==> config.mk <==
export PLATFORM = sky130hd
export DESIGN_NAME = bus_host_arbiter
export DESIGN_NICKNAME = d
export VERILOG_FILES = /design/src/rtl/bus_host_arbiter.sv
export SDC_FILE = /design/constraint.sdc
export NUM_CORES = 1
export LEC_CHECK = 0
export BUFFER_PORTS_ARGS = -buffer_cell sky130_fd_sc_hd__buf_2
export CAP_MARGIN = 5
export CELL_PAD_IN_SITES_DETAIL_PLACEMENT = 0
export CELL_PAD_IN_SITES_GLOBAL_PLACEMENT = 1
export CORE_ASPECT_RATIO = 0.75
export CORE_MARGIN = 5
export CORE_UTILIZATION = 20
export DETAILED_ROUTE_END_ITERATION = 16
export GPL_ROUTABILITY_DRIVEN = 1
export GPL_TIMING_DRIVEN = 0
export PLACE_DENSITY = 0.87
export SYNTH_ARGS = -nofsm -noshare
export SYNTH_HDL_FRONTEND = slang
export SYNTH_SLANG_ARGS = --single-unit
==> constraint.sdc <==
create_clock -name clk_i -period 5.2 [get_ports clk_i]
set_input_delay 0.78 -clock clk_i [delete_from_list [all_inputs] [get_ports clk_i]]
set_output_delay 0.78 -clock clk_i [all_outputs]
set_load 0.005 [all_outputs]
==> src/rtl/bus_host_arbiter.sv <==
// rtl/bus_host_arbiter.sv - shares one request/grant bus-host port between NumReq requesters
//
// Ports:
//   clk_i, rst_ni          clock, asynchronous active-low reset
//   host_req_i/host_gnt_o  per-requester request / grant
//   host_we_i/be_i/addr_i/wdata_i  per-requester command fields, requester i at slice i
//   host_valid_o           per-requester response valid
//   host_rdata_o/err_o     response data / error, broadcast to all requesters
//   dev_req_o/dev_gnt_i    downstream request / grant
//   dev_we_o/be_o/addr_o/wdata_o   command fields of the selected requester
//   dev_valid_i/rdata_i/err_i      downstream response
//   busy_o                 any transaction outstanding
//   unexp_rsp_o            sticky: response seen with nothing outstanding
//
// Build option: BUS_HOST_ARB_FIXED_PRIO_EN selects fixed lowest-index priority
// instead of round-robin arbitration.

module bus_host_arbiter_id_fifo #(
  parameter int Depth = 2,
  parameter int Width = 1
) (
  input  logic                       clk_i,
  input  logic                       rst_ni,
  input  logic                       push_i,
  input  logic [Width-1:0]           push_data_i,
  input  logic                       pop_i,
  output logic [Width-1:0]           head_o,
  output logic [$clog2(Depth+1)-1:0] count_o
);
  localparam int PtrW = (Depth > 1) ? $clog2(Depth) : 1;
  localparam int CntW = $clog2(Depth + 1);

  logic [Width-1:0] mem [Depth];
  logic [PtrW-1:0]  wr_ptr;
  logic [PtrW-1:0]  rd_ptr;

  // Pointers wrap modulo Depth, which need not be a power of two.
  function automatic logic [PtrW-1:0] ptr_inc(input logic [PtrW-1:0] p);
    return (p == PtrW'(Depth - 1)) ? '0 : p + PtrW'(1);
  endfunction

  always_ff @(posedge clk_i or negedge rst_ni) begin
    if (!rst_ni) begin
      wr_ptr  <= '0;
      rd_ptr  <= '0;
      count_o <= '0;
      for (int i = 0; i < Depth; i++) begin
        mem[i] <= '0;
      end
    end else begin
      if (push_i) begin
        mem[wr_ptr] <= push_data_i;
        wr_ptr      <= ptr_inc(wr_ptr);
      end
      if (pop_i) begin
        rd_ptr <= ptr_inc(rd_ptr);
      end
      case ({push_i, pop_i})
        2'b10:   count_o <= count_o + CntW'(1);
        2'b01:   count_o <= count_o - CntW'(1);
        default: count_o <= count_o;
      endcase
    end
  end

  assign head_o = mem[rd_ptr];

endmodule

module bus_host_arbiter #(
  parameter int NumReq         = 2,
  parameter int DataWidth      = 32,
  parameter int MaxOutstanding = 2
) (
  input  logic                        clk_i,
  input  logic                        rst_ni,
  input  logic [NumReq-1:0]           host_req_i,
  output logic [NumReq-1:0]           host_gnt_o,
  input  logic [NumReq-1:0]           host_we_i,
  input  logic [NumReq*DataWidth/8-1:0] host_be_i,
  input  logic [NumReq*DataWidth-1:0] host_addr_i,
  input  logic [NumReq*DataWidth-1:0] host_wdata_i,
  output logic [NumReq-1:0]           host_valid_o,
  output logic [DataWidth-1:0]        host_rdata_o,
  output logic                        host_err_o,
  output logic                        dev_req_o,
  input  logic                        dev_gnt_i,
  output logic                        dev_we_o,
  output logic [DataWidth/8-1:0]      dev_be_o,
  output logic [DataWidth-1:0]        dev_addr_o,
  output logic [DataWidth-1:0]        dev_wdata_o,
  input  logic                        dev_valid_i,
  input  logic [DataWidth-1:0]        dev_rdata_i,
  input  logic                        dev_err_i,
  output logic                        busy_o,
  output logic                        unexp_rsp_o
);
  localparam int IdxW = (NumReq > 1) ? $clog2(NumReq) : 1;
  localparam int CntW = $clog2(MaxOutstanding + 1);
  localparam int BeW  = DataWidth / 8;

  typedef enum logic {ARB, WAIT_GNT} state_t;

  state_t          state_q, state_d;
  logic [IdxW-1:0] lock_idx_q;
  logic [IdxW-1:0] arb_sel;
  logic [IdxW-1:0] sel;
  logic [IdxW-1:0] head;
  logic [CntW-1:0] count;
  logic            can_issue;
  logic            handshake;
  logic            rsp_accept;
  logic            unexp_q;

`ifndef BUS_HOST_ARB_FIXED_PRIO_EN
  logic [IdxW-1:0] rr_ptr_q;
  logic [IdxW-1:0] rr_idx;
`endif

  // Issue decisions use the registered count only, so a response arriving in
  // the same cycle never opens a slot early. rst_ni keeps requests quiet
  // while reset is held.
  assign can_issue = rst_ni && (count < CntW'(MaxOutstanding));

  // Candidate winner in ARB. Scanning from the highest offset down lets the
  // lowest offset that requests overwrite the others.
  always_comb begin
    arb_sel = '0;
`ifdef BUS_HOST_ARB_FIXED_PRIO_EN
    for (int k = NumReq - 1; k >= 0; k--) begin
      if (host_req_i[k]) arb_sel = IdxW'(k);
    end
`else
    rr_idx = '0;
    for (int k = NumReq - 1; k >= 0; k--) begin
      rr_idx = IdxW'((int'(rr_ptr_q) + k) % NumReq);
      if (host_req_i[rr_idx]) arb_sel = rr_idx;
    end
`endif
  end

  always_comb begin
    state_d   = state_q;
    sel       = arb_sel;
    dev_req_o = 1'b0;
    case (state_q)
      ARB: begin
        dev_req_o = can_issue && (|host_req_i);
        if (dev_req_o && !dev_gnt_i) state_d = WAIT_GNT;
      end
      WAIT_GNT: begin
        // Winner is frozen; a requester dropping out early releases the lock.
        sel       = lock_idx_q;
        dev_req_o = rst_ni && host_req_i[lock_idx_q];
        if (!host_req_i[lock_idx_q]) state_d = ARB;
      end
      default: state_d = ARB;
    endcase
    if (dev_req_o && dev_gnt_i) state_d = ARB;
  end

  assign handshake  = dev_req_o && dev_gnt_i;
  assign rsp_accept = dev_valid_i && (count != '0);

  // Command fields are zero whenever nothing is being requested.
  always_comb begin
    dev_we_o    = 1'b0;
    dev_be_o    = '0;
    dev_addr_o  = '0;
    dev_wdata_o = '0;
    host_gnt_o  = '0;
    for (int i = 0; i < NumReq; i++) begin
      if (dev_req_o && (sel == IdxW'(i))) begin
        dev_we_o    = host_we_i[i];
        dev_be_o    = host_be_i[i*BeW +: BeW];
        dev_addr_o  = host_addr_i[i*DataWidth +: DataWidth];
        dev_wdata_o = host_wdata_i[i*DataWidth +: DataWidth];
        host_gnt_o[i] = dev_gnt_i;
      end
    end
  end

  always_comb begin
    host_valid_o = '0;
    for (int i = 0; i < NumReq; i++) begin
      host_valid_o[i] = rsp_accept && (head == IdxW'(i));
    end
  end

  assign host_rdata_o = rsp_accept ? dev_rdata_i : '0;
  assign host_err_o   = rsp_accept && dev_err_i;
  assign busy_o       = (count != '0);
  assign unexp_rsp_o  = unexp_q;

  always_ff @(posedge clk_i or negedge rst_ni) begin
    if (!rst_ni) begin
      state_q    <= ARB;
      lock_idx_q <= '0;
      unexp_q    <= 1'b0;
`ifndef BUS_HOST_ARB_FIXED_PRIO_EN
      rr_ptr_q   <= '0;
`endif
    end else begin
      state_q <= state_d;
      if ((state_q == ARB) && (state_d == WAIT_GNT)) lock_idx_q <= sel;
      if (dev_valid_i && (count == '0)) unexp_q <= 1'b1;
`ifndef BUS_HOST_ARB_FIXED_PRIO_EN
      if (handshake) begin
        rr_ptr_q <= (sel == IdxW'(NumReq - 1)) ? '0 : sel + IdxW'(1);
      end
`endif
    end
  end

  // Requester IDs of issued transactions, oldest at the head.
  bus_host_arbiter_id_fifo #(
    .Depth (MaxOutstanding),
    .Width (IdxW)
  ) u_id_fifo (
    .clk_i       (clk_i),
    .rst_ni      (rst_ni),
    .push_i      (handshake),
    .push_data_i (sel),
    .pop_i       (rsp_accept),
    .head_o      (head),
    .count_o     (count)
  );

endmodule
Yosys cells after proc, flatten, opt, wreduce, memory -nomap -nowiden
Cells that the tools add are included.
- $add $sub $neg: 6
- order comparisons: 7
- equality and inequality tests: 2
- multiplexer cells: 35
- bitwise gates (word level): 5
- reductions and logical operators: 19
- operator list (operator ; number):
    $mux W32 ; 5
    $mux W1 ; 23
    $logic_and A1 B1 Y1 ; 14
    $mux W4 ; 2
    $lt A1 B2 Y1 const B ; 3
    $add A1 B1 Y1 const B ; 4
    $ge A2 B2 Y1 const B ; 2
    $not A1 Y2 ; 2
    $pmux W1 S2 ; 2
    $pmux W2 S2 ; 1
    $reduce_bool A2 Y1 ; 2
    $not A1 Y1 ; 3
    $add A2 B1 Y2 const B ; 1
    $bwmux W2 ; 1
    $eq A2 B1 Y1 const B ; 1
    $eq A2 B2 Y1 const B ; 1
    $logic_not A2 Y1 ; 1
    $lt A2 B1 Y1 const B ; 1
    $lt A2 B2 Y1 const B ; 1
    $reduce_or A2 Y1 ; 1
    $sub A2 B1 Y2 const B ; 1
    $demux W1 S1 ; 1
    $logic_not A1 Y1 ; 1
- register bits after elaboration: 10
- input bits: 177
- logic and storage cells: 83

Logic depth before layout (Yosys ltp)
- word-level depth: 10
- depth in mapped cells: 8
- gate-level depth less buffers: 8

By module
A second synthesis with hierarchy kept.
- cells, all modules: 325
- area total of the unflattened synthesis: 2318.5 um^2
- by module, submodules not included (module ; times used ; cells each ; area each (um^2) ; seq. area each (um^2)):
    bus_host_arbiter ; 1 ; 306 ; 2063.2 ; 100.1
    bus_host_arbiter_id_fifo ; 1 ; 19 ; 255.2 ; 150.1

Least setup slack after synthesis
No wires, ideal clock.
- path kind: input to output
- from: in host_req_i[0]
- to: out dev_addr_o[25]
- arrival: 1.568 ns
- path slack: 2.852 ns
- stages on the path: 6
- path through: nor2b_1 o21a_1 buf_4 buf_2 nand2_1 a21oi_2
- longest elaborated chain between the ends: 9
- elaborated cells on any way between the ends: 18
- ends and longest elaborated chain (what ; RTL line ; text):
    from (decl) ; 77 ; input logic [NumReq-1:0] host_req_i,
    $mux W1 (not written as such) (2 in series) ; 137 ; if (host_req_i[rr_idx]) arb_sel = rr_idx;
    $mux W1 (2 in series) ; 137 ;
    $mux W1 ; 146 ; case (state_q)
    $not A1 Y1 ; 173 ; if (dev_req_o && (sel == IdxW'(i))) begin
    $logic_and A1 B1 Y1 ; 173 ;
    $mux W32 ; 173 ;
    $mux W32 (*) ; 173 ;
    to (decl) ; 90 ; output logic [DataWidth-1:0] dev_addr_o,
Mark *: on every way between the ends. The rest lies on a longest branch, timed or not. The select of a mux whose other input is x is not followed.

Worst setup path in the final report
- from: in host_req_i[1]
- to: out dev_wdata_o[12]
- longest elaborated chain between the ends: 9
- elaborated cells on any way between the ends: 18
- ends and longest elaborated chain (what ; RTL line ; text):
    $mux W1 (not written as such) (2 in series) ; 137 ;
    $mux W1 (2 in series) ; 137 ;
    $mux W1 ; 146 ;
    $not A1 Y1 ; 173 ;
    $logic_and A1 B1 Y1 ; 173 ;
    $mux W32 ; 173 ;
    $mux W32 (*) ; 173 ;
    to (decl) ; 91 ; output logic [DataWidth-1:0] dev_wdata_o,
Marked as above.

==> out/qor_table.md <==
| Result | Reported |
|:---|:---|
| Outcome | completed |
| Drt drc | 0 |
| Netlist Area Pre-Place | 2100 um^2 |
| Leading cell types by total area after synthesis | sky130_fd_sc_hd__a21oi_2 (29%), sky130_fd_sc_hd__nand2_1 (25%), sky130_fd_sc_hd__dfrtp_1 (12%) |
| Synthesized net count | 501 |
| Placeable core region | 10300 um^2 |
| Final std cell area, no fill | 3790 um^2 |
| Worst hold path class | input port to asynchronous set/reset pin |
| Cell type with the largest total area after synthesis | sky130_fd_sc_hd__a21oi_2 |
| Detailed Route WL | 10100 um |
| Clock transition at path regs | 0.04 ns |
| Fmax | 342 MHz |
| Ordered list of cells on the worst path | buf_2 -> nand2b_1 -> o21ai_2 -> buf_2 -> nand2_1 -> a21oi_2 -> buf_2 |
| Kind of end point of the critical path | output port |
| Post-DRT Antenna Nets | 0 |
| # nets final | 791 |
| Crit Path Class | input port to output port |
| Sequential share of the synthesized area | 11.9% |
| Total of flip-flops plus latches after synthesis | 10 |
| Highest cell delay on the worst timing path | 0.42 ns |
| Drt first pass iters | 4 |
| Max-Slew Margin vs Limit | 68.2% |
| All-Layer GR Usage | 14.1% |
| PD cells | 336 nW/um^2 |
| TritonCTS clock tree | done |
| Number of warnings reported in the yosys synthesis log | 0 |
| Required time at the worst-slack endpoint | 4.42 ns |
| Count leader, synth | sky130_fd_sc_hd__nand2_1 |
| Clk sinks | 10 |
| Multiplexer area fraction after synthesis | 1.55% |
| Starting density of the core | 20.4% |
| Detailed-route wire length per cell | 13.5 um |
| Critical-path maximum fanout | 10 |
| Dominant combinational cell family by area after synthesis | simple AND/OR/NAND/NOR gates |
| Post-CTS Hold Buffers | 0 |
| Worst ir drop on vdd | 0.000274 V |
| Critical Path Source Type | input port |
| Fraction of final layout cells with drive strength greater than 1 | 63.6% |
| Die footprint | 12700 um^2 |
| Average size of a mapped cell | 6.51 um^2 |
| Simple logic cell fraction of the synthesized area | 38.9% |
| Post-Route Setup TNS | 0 ns |
| Primary FF master, synth | sky130_fd_sc_hd__dfrtp_1 |
| # resized after CTS | 0 |
| Post-synth EDFFs | 0 |
| Post-synthesis xor/xnor area fraction | 2.08% |
| CTS Buf Count | 3 |
| Core Rows | 32 |
| Min Tclk post-route | 2.93 ns |
| Standard cell area after detailed placement | 3700 um^2 |
| Antenna diode count | 0 |
| Number of design-rule violations left by the first detailed-router iteration | 79 |
| Crit path DAT | 2.15 ns |
| # Max-Cap Violations | 0 |
| Sequential cell area | 250 um^2 |
| Final Hold Fails | 0 |
| Number of H-tree levels | 1 |
| Most used cell, CP | sky130_fd_sc_hd__buf_2 |
| Clock insertion delay at the later pin of the skew report | 0.24 ns |
| Global placer's final weighted congestion | 0.886 |
| Boundary Pins | 286 |
| Number of pins exceeding their max-slew limit in the final report | 0 |
| Via count of the first global-routing pass | 3196 |
| Post-CTS setup-driven buffer insertion count | 0 |
| Share of synthesized registers carrying an async set or reset | 100% |
| Final number of setup-violating endpoints | 0 |
| Chip Width | 128 um |
| Vias after detailed routing | 3227 |
| Post-route clock skew | 0.00121 ns |
| Post-synth top area share | 29.2% |
| Largest net degree at the start of global routing | 15 |
| Die Span Y | 98.8 um |
| Port-buffer cells | 285 |
| Global-route wire length before repair | 15200 um |
| Compound-gate portion of the synthesized area | 33.2% |
| Distinct cells, synth | 33 |
| Synth-to-Final Area Change | 80.2% |
| Top cells by instance count after synthesis | sky130_fd_sc_hd__nand2_1 (141), sky130_fd_sc_hd__a21oi_2 (70), sky130_fd_sc_hd__and3_1 (34), sky130_fd_sc_hd__buf_2 (14), sky130_fd_sc_hd__dfrtp_1 (10) |
| Adder and majority gate portion of the synthesized area | 0.595% |
| Pin slew with the least headroom to its limit | 0.477 ns |
| Max Buffers Root-to-Sink | 2 |
| Half-perimeter wire length after detailed placement | 8730 um |
| Number of antenna violations at the first check in global routing | 0 |
| P_leak | 2.23 nW |
| Gr ovfl total | 0 |
| Per-cell via count in the routed design | 4.31 |
| Post-Syn Instances | 323 |
| Area used by multi-input combinational logic | 1600 um^2 |
| Number of filler cells placed in the layout | 1131 |
| RSZ-0062 raised after global routing | no |
| CTS root buf | sky130_fd_sc_hd__clkbuf_16 |
| Slowest cell on the critical path | sky130_fd_sc_hd__o21ai_2 |
| Portion of the clock cycle consumed by the worst path in the final layout | 56.3% |
## kinds of logic after synthesis
| group | after synthesis |
|---|---|
| multiplexers | 3 |
| buffers and inverters | 35 |
| flip-flops | 10 |
| AND/OR/NAND/NOR | 189 |
| XOR/XNOR | 5 |
| adder cells (fa/ha/maj) | 1 |
| AO/OA/AOI/OAI | 80 |
## cells in the final DEF (no fill, tap or decap), types with 2 or more instances in the layout
cell type and n:
sky130_fd_sc_hd__a21oi_1 2, sky130_fd_sc_hd__clkbuf_1 6, sky130_fd_sc_hd__inv_1 5, sky130_fd_sc_hd__xnor2_1 4
sky130_fd_sc_hd__clkbuf_16 3, sky130_fd_sc_hd__nor3_1 3, sky130_fd_sc_hd__mux2_2 2, sky130_fd_sc_hd__a21oi_2 70
sky130_fd_sc_hd__nand2_1 141, sky130_fd_sc_hd__nor2_1 4, sky130_fd_sc_hd__and3_1 34, sky130_fd_sc_hd__buf_8 7
sky130_fd_sc_hd__nand2b_1 2, sky130_fd_sc_hd__dfrtp_1 10, sky130_fd_sc_hd__buf_2 299
## layout make-up
type	count	area share [%]
Buffer	29	5.95
Clock buffer	4	2.35
Inverter	6	0.595
Multi-Input combinational cell	278	42.4
Sequential cell	10	6.61
Tap cell	136	4.49
Timing Repair Buffer	285	37.7
## per-stage QoR
stage	setup WS, ns	utilization [%]	instances	hold WS (ns)	power, mW
5_1_grt	2.12	36.8	748	0.429	1.39
4_1_cts	2.15	36.8	748	0.419	1.29
6_report	2.27	36.8	748	0.417	1.27
3_3_place_gp	2.16	35.9	744	0.441	1.10
3_5_place_dp	2.17	35.9	744	0.442	1.13
2_1_floorplan	2.85	-	323	0.451	0.773
## flip-flops by register name (all words and copies together), names as in the netlist
| name | cells |
|---|---|
| u_id_fifo.mem | 2 |
| state_q | 1 |
| unexp_rsp_o | 1 |
| u_id_fifo.count_o | 2 |
| u_id_fifo.rd_ptr | 1 |
| u_id_fifo.wr_ptr | 1 |
| lock_idx_q | 1 |
| rr_ptr_q | 1 |
## critical path: cells and delay by family
family                 cells  cell delay (ns)
AND/OR/NAND/NOR            2             0.20
AO/OA/AOI/OAI              2             0.57
buffers and inverters      3             0.58
## path summary, 6_finish.rpt
check	slack [ns]	end	from	cells past startpoint
min in group clk_i	0.45	unexp_rsp_o$_DFFE_PN0P_	unexp_rsp_o$_DFFE_PN0P_	1
max reg2reg	3.35	u_id_fifo.count_o[1]$_DFFE_PN0P_	state_q$_DFF_PN0_	7
min	0.42	u_id_fifo.count_o[1]$_DFFE_PN0P_	rst_ni	1
max	2.27	dev_wdata_o[12]	host_req_i[1]	7
min reg2reg	0.45	unexp_rsp_o$_DFFE_PN0P_	unexp_rsp_o$_DFFE_PN0P_	1
max in group asynchronous	4.56	u_id_fifo.mem[1]$_DFFE_PN0P_	rst_ni	1
## where the power goes
| group | internal, mW | switching (mW) | total (mW) |
|---|---|---|---|
| Sequential | 0.113 | 0.0297 | 0.143 |
| Combinational | 0.416 | 0.557 | 0.974 |
| Clock | 0.116 | 0.0395 | 0.155 |
## layer usage
metal	vias to the layer above	global-route usage [%]	wire (um)
met5	-	0	0
met2	103	26.7	5220
met1	1468	17.2	4160
met3	9	1.84	654
li1	1647	-	-
met4	0	2.04	77
Power figures use the tool's default switching activity.
